<file path="src/rtl/way_select_decoder.sv">
// Binary way index to registered one-hot read/write enables for the L2 arrays.
// Each accepted request holds its enable for a fixed window, then pulses done.
module way_select_decoder #(
    parameter int WAYS          = 8,
    parameter int ACCESS_CYCLES = 2
) (
    input  logic                      clk,
    input  logic                      rst_n,
    input  logic                      req_valid,
    output logic                      req_ready,
    input  logic [$clog2(WAYS)-1:0]   req_way,
    input  logic                      req_write,
    output logic [WAYS-1:0]           way_rd_en,
    output logic [WAYS-1:0]           way_wr_en,
    output logic                      done,
    output logic                      err
);
    localparam int IW = $clog2(WAYS);
    localparam int CW = (ACCESS_CYCLES > 1) ? $clog2(ACCESS_CYCLES) : 1;
    localparam logic [CW-1:0] CNT_LOAD = CW'(ACCESS_CYCLES - 1);
    localparam logic [IW:0]   WAYS_L   = (IW + 1)'(WAYS);

    typedef enum logic [1:0] {
        IDLE   = 2'd0,
        ACTIVE = 2'd1,
        DONE   = 2'd2
    } state_t;

    state_t            state_r, state_s;
    logic [CW-1:0]     cnt_r, cnt_s;
    logic [IW-1:0]     way_r, way_s;
    logic              write_r, write_s;
    logic [WAYS-1:0]   rd_en_r, rd_en_s;
    logic [WAYS-1:0]   wr_en_r, wr_en_s;
    logic              done_r, done_s;
    logic              err_r, err_s;
    logic              accept_s;
    logic              in_range_s;

    function automatic logic [WAYS-1:0] onehot(input logic [IW-1:0] idx);
        return {{(WAYS-1){1'b0}}, 1'b1} << idx;
    endfunction

    assign req_ready  = (state_r != ACTIVE);
    assign accept_s   = req_valid && req_ready;
    assign in_range_s = ({1'b0, req_way} < WAYS_L);

    assign way_rd_en = rd_en_r;
    assign way_wr_en = wr_en_r;
    assign done      = done_r;
    assign err       = err_r;

    // Next-state, counter, request latch and pulse decode.
    always_comb begin
        state_s = state_r;
        cnt_s   = cnt_r;
        way_s   = way_r;
        write_s = write_r;
        done_s  = 1'b0;
        err_s   = 1'b0;
        case (state_r)
            IDLE, DONE: begin
                if (accept_s && in_range_s) begin
                    state_s = ACTIVE;
                    cnt_s   = CNT_LOAD;
                    way_s   = req_way;
                    write_s = req_write;
                end else if (accept_s) begin
                    state_s = IDLE;
                    err_s   = 1'b1;
                end else begin
                    state_s = IDLE;
                end
            end
            ACTIVE: begin
                if (cnt_r != {CW{1'b0}}) begin
                    cnt_s = cnt_r - CW'(1);
                end else begin
                    state_s = DONE;
                    done_s  = 1'b1;
                end
            end
            default: begin
                state_s = IDLE;
                cnt_s   = {CW{1'b0}};
            end
        endcase
    end

    // Enables are computed from the next state so the registered copy lines up with ACTIVE.
    always_comb begin
        rd_en_s = {WAYS{1'b0}};
        wr_en_s = {WAYS{1'b0}};
        if (state_s == ACTIVE) begin
            if (write_s) begin
                wr_en_s = onehot(way_s);
            end else begin
                rd_en_s = onehot(way_s);
            end
        end else begin
            rd_en_s = {WAYS{1'b0}};
            wr_en_s = {WAYS{1'b0}};
        end
    end

    // State and output registers; reset abandons any window in flight.
    always_ff @(posedge clk or negedge rst_n) begin
        if (!rst_n) begin
            state_r <= IDLE;
            cnt_r   <= {CW{1'b0}};
            way_r   <= {IW{1'b0}};
            write_r <= 1'b0;
            rd_en_r <= {WAYS{1'b0}};
            wr_en_r <= {WAYS{1'b0}};
            done_r  <= 1'b0;
            err_r   <= 1'b0;
        end else begin
            state_r <= state_s;
            cnt_r   <= cnt_s;
            way_r   <= way_s;
            write_r <= write_s;
            rd_en_r <= rd_en_s;
            wr_en_r <= wr_en_s;
            done_r  <= done_s;
            err_r   <= err_s;
        end
    end

    way_select_decoder_chk #(
        .WAYS          (WAYS),
        .CW            (CW),
        .ACCESS_CYCLES (ACCESS_CYCLES)
    ) u_chk (
        .clk    (clk),
        .rst_n  (rst_n),
        .active (state_r == ACTIVE),
        .rd_en  (rd_en_r),
        .wr_en  (wr_en_r),
        .cnt    (cnt_r),
        .done   (done_r),
        .err    (err_r)
    );

endmodule

// Invariant checker for way_select_decoder.
module way_select_decoder_chk #(
    parameter int WAYS          = 8,
    parameter int CW            = 1,
    parameter int ACCESS_CYCLES = 2
) (
    input logic            clk,
    input logic            rst_n,
    input logic            active,
    input logic [WAYS-1:0] rd_en,
    input logic [WAYS-1:0] wr_en,
    input logic [CW-1:0]   cnt,
    input logic            done,
    input logic            err
);
    localparam logic [CW-1:0] CNT_MAX = CW'(ACCESS_CYCLES - 1);

    a_onehot: assert property (@(posedge clk) disable iff (!rst_n)
        $onehot0({rd_en, wr_en}));

    a_quiet: assert property (@(posedge clk) disable iff (!rst_n)
        !active |-> (rd_en == {WAYS{1'b0}}) && (wr_en == {WAYS{1'b0}}));

    a_cnt: assert property (@(posedge clk) disable iff (!rst_n)
        cnt <= CNT_MAX);

    a_excl: assert property (@(posedge clk) disable iff (!rst_n)
        !(done && err));

endmodule

</file>
<file path="config.mk">
export PLATFORM = sky130hd
export DESIGN_NAME = way_select_decoder
export DESIGN_NICKNAME = d
export VERILOG_FILES = /design/src/rtl/way_select_decoder.sv
export SDC_FILE = /design/constraint.sdc
export NUM_CORES = 1
export LEC_CHECK = 0
export CAP_MARGIN = 20
export CORE_ASPECT_RATIO = 1.5
export CORE_UTILIZATION = 35
export CTS_CLUSTER_SIZE = 40
export DETAILED_ROUTE_END_ITERATION = 7
export PLACE_DENSITY_LB_ADDON = 0.05
export SLEW_MARGIN = 20
export SYNTH_ARGS = -nofsm -noshare
export SYNTH_HDL_FRONTEND = slang
export SYNTH_SLANG_ARGS = --single-unit
</file>
<file path="constraint.sdc">
create_clock -name clk -period 2.2 [get_ports clk]
set_clock_uncertainty 0.1 [all_clocks]
set_input_delay 0.44 -clock clk [delete_from_list [all_inputs] [get_ports clk]]
set_output_delay 0.44 -clock clk [all_outputs]
set_load 0.01 [all_outputs]
</file>
==> results of run 1 <==
## kinds of logic (layout without fill, tap and decap cells)
family | after synthesis | count (layout) | share of synthesized area [%]
other | 1 | 1 | 0.384
multiplexers | 3 | 3 | 5.63
flip-flops | 24 | 24 | 61.5
buffers and inverters | 11 | 41 | 6.15
AO/OA/AOI/OAI | 9 | 9 | 6.15
AND/OR/NAND/NOR | 30 | 30 | 20.2
## cell type report
cell class	instances	area (sq um)
Tap cell	37	46.3
Timing Repair Buffer	29	278
Inverter	8	30.0
Sequential cell	24	601
Fill cell	249	1310
Multi-Input combinational cell	43	317
Clock buffer	3	41.3
Clock inverter	1	30.0
## path summary, 6_finish.rpt
kind | start | to | slack [ps] | cells past startpoint
min | rst_n | way_rd_en[0] | 420 | 2
max in group asynchronous | rst_n | way_rd_en[6] | 1350 | 2
max | state_r[1] | req_ready | 230 | 2
min in group clk | cnt_r | state_r[1] | 420 | 1
min reg2reg | cnt_r | state_r[1] | 420 | 1
max reg2reg | state_r[0] | way_rd_en[6] | 520 | 4
## power breakdown
part	internal [uW]	switching [uW]
Clock	243	136
Sequential	547	77.9
Combinational	268	304
## routing by layer
metal | share of wire [%] | track usage [%]
met1 | 43 | 17.6
met2 | 51 | 22.8
met3 | 4.7 | 1.90
met4 | 1.1 | 7.95
met5 | 0 | 0
## through the flow
step	hold WS [ps]	instances	cell area (sq um)	power, uW
final	416	145	1340	1580
after global routing	450	145	1340	1670
after CTS	425	145	1340	1590
after detailed placement	412	141	1270	1210
after global placement	416	141	1270	1200
after floorplan	44.4	78	977	990
## layout by cell type, fill, tap and decap left out, drive strengths merged
master         instances
o21ai                  2
and4b                  1
nand2b                 1
nor3b                  1
clkbuf                 3
or2b                   1
and4bb                 3
mux2i                  3
conb                   1
o32a                   1
bufinv                 1
clkdlybuf4s50         24
nor2                   4
nor4b                  1
buf                    5
nand2                  2
inv                    8
dfrtp                 24
nor3                  16
a2bb2oi                1
a31oi                  5
## worst max-delay path, delay by kind of cell (launching register included)
kind / cells / cell delay (ps)
buf+inv: 1 / 490
flops: 1 / 400
simple gates: 1 / 280
## registers in the layout, summed over array words and instances (netlist names)
name and count:
way_r 3, way_wr_en 8, way_rd_en 8, cnt_r 1
done 1, state_r 2, write_r 1
==> summary.txt, run 1 <==
CTS
  – CTS Buf Count: 3
  – Number of H-tree levels: 1
  – Clock root cell: clkbuf_8
  – Skew-Pair Late Insertion Delay: 260 ps
  – Setup Fix Bufs, Post-CTS: 0
  – CTS hold repair buffers: 0
  – Clock transition at path regs: 80 ps
  – CTS tree: done
  – Max clock buf depth: 2
  – Post-cts resize count: 0
  – CTS sink count: 24

Worst setup path
  – Max Fanout on Critical Path: 4
  – CP endpoint kind: output port
  – Worst endpoint data arrival time: 1430 ps
  – Critical setup path kind: reg -> out
  – WP data required: 1660 ps
  – Slowest stage delay, CP: 490 ps
  – CP max-delay cell: clkdlybuf4s50_1
  – CP cell instances: or2b_1 > clkdlybuf4s50_1
  – Startpoint Class: flip-flop

Final layout
  – Fin util: 50.7%
  – Ratio of cells with drive above 1 in the final layout: 17.6%
  – # diodes: 0
  – Nets: 116
  – Layout Area Growth over Synthesis: 37.4%

Routing
  – First-pass DRT Iterations: 4
  – Final wirelength: 1870 um
  – Vias per cell: 4.65
  – ANT nets after route: 0
  – Post-route DRC: 0
  – Vias: 674
  – Per-cell routed wire length: 12.9 um
  – Starting DRT DRC Count: 21

Synthesis
  – Synth top area share: 61.5%
  – Commonest cells in the netlist: dfrtp_1 (24), nor3_1 (14), inv_1 (6)
  – Number of flops mapped to enable cells by yosys: 0
  – Syn Std Cell Area: 977 sq um
  – Syn Nets: 85
  – Synth Flop Type: dfrtp_1
  – Mean post-synth cell area: 12.5 sq um
  – Synth area leaders: dfrtp_1 (61%), nor3_1 (7.2%), mux2i_4 (4.6%)
  – Warnings from Yosys: 0
  – FF+latch count, synth: 24
  – Top-count cell post-synth: dfrtp_1
  – Post-synthesis sequential area ratio: 61.5%
  – Post-synthesis cell type count: 22
  – Mapped Cells: 78
  – Largest area contributor in the netlist: dfrtp_1
  – Synth async-reset ratio: 100%

Place
  – Post-Place Setup Slack: 138 ps
  – HPWL Detailed: 1340 um
  – Gpl congestion: 0.726
  – Port Buf Inserts: 24

Die
  – Die width: 45.1 um
  – Starting Density: 36.9%
  – Die Ht: 66.7 um
  – Cell Rows: 23
  – Die ar.: 0.00301 sq mm
  – I/O pin count: 26
  – Core footprint: 0.00265 sq mm

STA
  – Final hold viol count: 0
  – Peak Freq: 0.508 GHz
  – Max Slew Vio Count: 0
  – Setup_tns: 0 ps
  – Slew @ Worst Pin: 757 ps
  – Slew margin rel.: 49.3%
  – Post-route minimum period: 1970 ps
  – Final setup viols: 0
  – Worst setup margin: 233 ps
  – RSZ-0062 raised after global routing: false
  – Fin crit share: 89.4%

GRT
  – Largest net degree at the start of global routing: 25
  – Overflow after GRT: 0
  – Vias in the first global route: 674
  – First-pass GRT wire length: 3060 um
  – Initial antenna violation count: 0
  – Global-route usage over all layers: 14.1%

Run
  – Max-cap violations: 0

Hold path
  – HP Class: in -> async

Power and ir drop
  – Pleak: 0.000592 uW
  – Max VDD drop: 0.803 mV
  – Power Density: 1170 mW/mm^2

Status
  – Outcome: finished, final reports clean
No activity file was read; power rests on OpenSTA's default activity.
==> inputs of run 2 (changes only) <==
--- a/config.mk
+++ b/config.mk
@@ -10,6 +10,7 @@
 export CORE_UTILIZATION = 35
 export CTS_CLUSTER_SIZE = 40
 export DETAILED_ROUTE_END_ITERATION = 7
+export GPL_TIMING_DRIVEN = 0
 export PLACE_DENSITY_LB_ADDON = 0.05
 export SLEW_MARGIN = 20
 export SYNTH_ARGS = -nofsm -noshare
==> summary.txt, run 2 (synthesis results as in run 1) <==
Status
  – Outcome: finished, final reports clean (unchanged)

CTS
  – CTS tree: done (unchanged)
  – Setup Fix Bufs, Post-CTS: 0 (unchanged)
  – Clock root cell: clkbuf_8 (unchanged)
  – CTS sink count: 24 (unchanged)
  – Clock transition at path regs: 80 ps (about the same)
  – Post-cts resize count: 0 (unchanged)
  – Max clock buf depth: 2 (unchanged)
  – CTS hold repair buffers: 0 (unchanged)
  – Skew-Pair Late Insertion Delay: 260 ps (about the same)
  – Number of H-tree levels: 1 (unchanged)
  – CTS Buf Count: 3 (unchanged)

Routing
  – Post-route DRC: 0 (unchanged)
  – ANT nets after route: 0 (unchanged)
  – Vias per cell: 4.71 (was 4.65)
  – First-pass DRT Iterations: 2 (was 4)
  – Final wirelength: 1820 um (was 1870 um)
  – Per-cell routed wire length: 12.7 um (was 12.9 um)
  – Vias: 674 (unchanged)
  – Starting DRT DRC Count: 16 (was 21)

Worst setup path
  – CP max-delay cell: clkdlybuf4s50_1 (unchanged)
  – FF-to-FF End: way_rd_en[6] (unchanged)
  – Startpoint Class: flip-flop (unchanged)
  – Slowest stage delay, CP: 550 ps (was 490 ps)
  – Worst setup path end: req_ready (unchanged)
  – Worst endpoint data arrival time: 1530 ps (was 1430 ps)
  – CP endpoint kind: output port (unchanged)
  – Worst setup path start: state_r[0] (was state_r[1])
  – Max Fanout on Critical Path: 10 (was 4)
  – Reg2reg setup slack: 540 ps (was 520 ps)
  – CP cell instances: buf_6 > or2b_1 > clkdlybuf4s50_1 (was or2b_1 > clkdlybuf4s50_1)
  – Reg2Reg Depth: 4 (unchanged)
  – WP data required: 1660 ps (about the same)
  – Critical setup path kind: reg -> out (unchanged)
  – Worst R2R Start: state_r[0] (unchanged)

Power and ir drop
  – Max VDD drop: 0.721 mV (was 0.803 mV)
  – Pleak: 0.000586 uW (was 0.000592 uW)
  – Power Density: 1180 mW/mm^2 (was 1170 mW/mm^2)
  – Post-layout power: 1570 uW (was 1580 uW)

Die
  – Die width: 45.1 um (unchanged)
  – Cell Rows: 23 (unchanged)
  – Core footprint: 0.00265 sq mm (unchanged)
  – Die ar.: 0.00301 sq mm (unchanged)
  – Starting Density: 36.9% (unchanged)
  – I/O pin count: 26 (unchanged)
  – Die Ht: 66.7 um (unchanged)

STA
  – Fin crit share: 93.9% (was 89.4%)
  – Final setup viols: 0 (unchanged)
  – Max Slew Vio Count: 0 (unchanged)
  – Peak Freq: 0.484 GHz (was 0.508 GHz)
  – RSZ-0062 raised after global routing: false (unchanged)
  – Slew @ Worst Pin: 761 ps (was 757 ps)
  – Setup_tns: 0 ps (unchanged)
  – Hold WS: 43.1 ps (was 416 ps)
  – Slew margin rel.: 49.1% (was 49.3%)
  – Post-route minimum period: 2070 ps (was 1970 ps)
  – Final hold viol count: 0 (unchanged)

Final layout
  – Ratio of cells with drive above 1 in the final layout: 17.0% (was 17.6%)
  – Post-route cell area: 0.00133 sq mm (was 0.00134 sq mm)
  – Layout Area Growth over Synthesis: 36.1% (was 37.4%)
  – # diodes: 0 (unchanged)
  – Commonest non-fill, non-tap cells in the layout: dfrtp_1 (24), clkdlybuf4s50_1 (23), nor3_1 (14), inv_1 (6), a31oi_1 (5) (was dfrtp_1 (24), clkdlybuf4s50_1 (24), nor3_1 (14), inv_1 (6))
  – Nets: 114 (was 116)
  – Fin util: 50.2% (was 50.7%)
  – Commonest non-fill, non-tap cell in the layout: dfrtp_1
  – Fill cell count: 264 (was 249)

GRT
  – First-pass GRT wire length: 3130 um (was 3060 um)
  – Vias in the first global route: 684 (was 674)
  – Initial antenna violation count: 0 (unchanged)
  – Overflow after GRT: 0 (unchanged)
  – Largest net degree at the start of global routing: 25 (unchanged)
  – Global-route usage over all layers: 14.5% (was 14.1%)

Run
  – Max-cap violations: 0 (unchanged)

Place
  – Placed Area: 0.00126 sq mm (was 0.00127 sq mm)
  – HPWL Detailed: 1270 um (was 1340 um)
  – Port Buf Inserts: 24 (unchanged)
  – Gpl congestion: 0.709 (was 0.726)

Hold path
  – HP Class: in -> async (unchanged)
-- run 2: cell count changes in the layout (fill, tap and decap cells not counted), sizes merged --
cell	delta
buf	-1
clkdlybuf4s50	-1
-- run 2: worst min path at each step --
stage / from / endpoint / cells past startpoint
after global routing: rst_n / way_wr_en[0] / 1
final: rst_n / way_rd_en[0] / 1
after CTS: cnt_r / done / 1
after detailed placement: cnt_r / done / 1
after floorplan: rst_n / cnt_r / 0
after global placement: write_r / write_r / 2
-- run 2: area by class of cell --
type / instances / area, sq um / area share [%]
inverter: 8 / 30.0 / 2.26
buffer: 3 / 30.0 / 2.26
clock inverter: 1 / 30.0 / 2.26
clock buffer: 3 / 41.3 / 3.10
timing repair buffer: 24 / 235 / 17.7
multi-input combinational: 43 / 317 / 23.8
sequential: 24 / 601 / 45.2
tap: 37 / 46.3 / 3.48
-- run 2: layer usage --
metal | up-vias | share of wire, % | global-route usage [%] | wire length, um
li1 | 326 | - | - | -
met1 | 329 | 45 | 17.4 | 814
met4 | 0 | 1.0 | 6.82 | 19
met3 | 2 | 4.0 | 2.44 | 73
met2 | 17 | 50 | 24.5 | 911
met5 | - | 0 | 0 | 0
-- run 2: power breakdown --
part | total, uW | internal [uW] | switching [uW]
sequential | 625 | 546 | 78.1
combinational | 567 | 265 | 302
clock | 377 | 243 | 134
-- run 2: stage by stage --
stage          instances  setup slack [ps]
6_report             143               133
5_1_grt              143              86.0
4_1_cts              143               119
3_5_place_dp         139             -5.16
3_3_place_gp         139             -5.08
2_1_floorplan         78               773
-- run 2: worst max-delay path: cells and delay by family, from the launching register on --
family                 cells  cell delay (ps)
buffers and inverters      2              680
flip-flops                 1              380
AND/OR/NAND/NOR            1              200
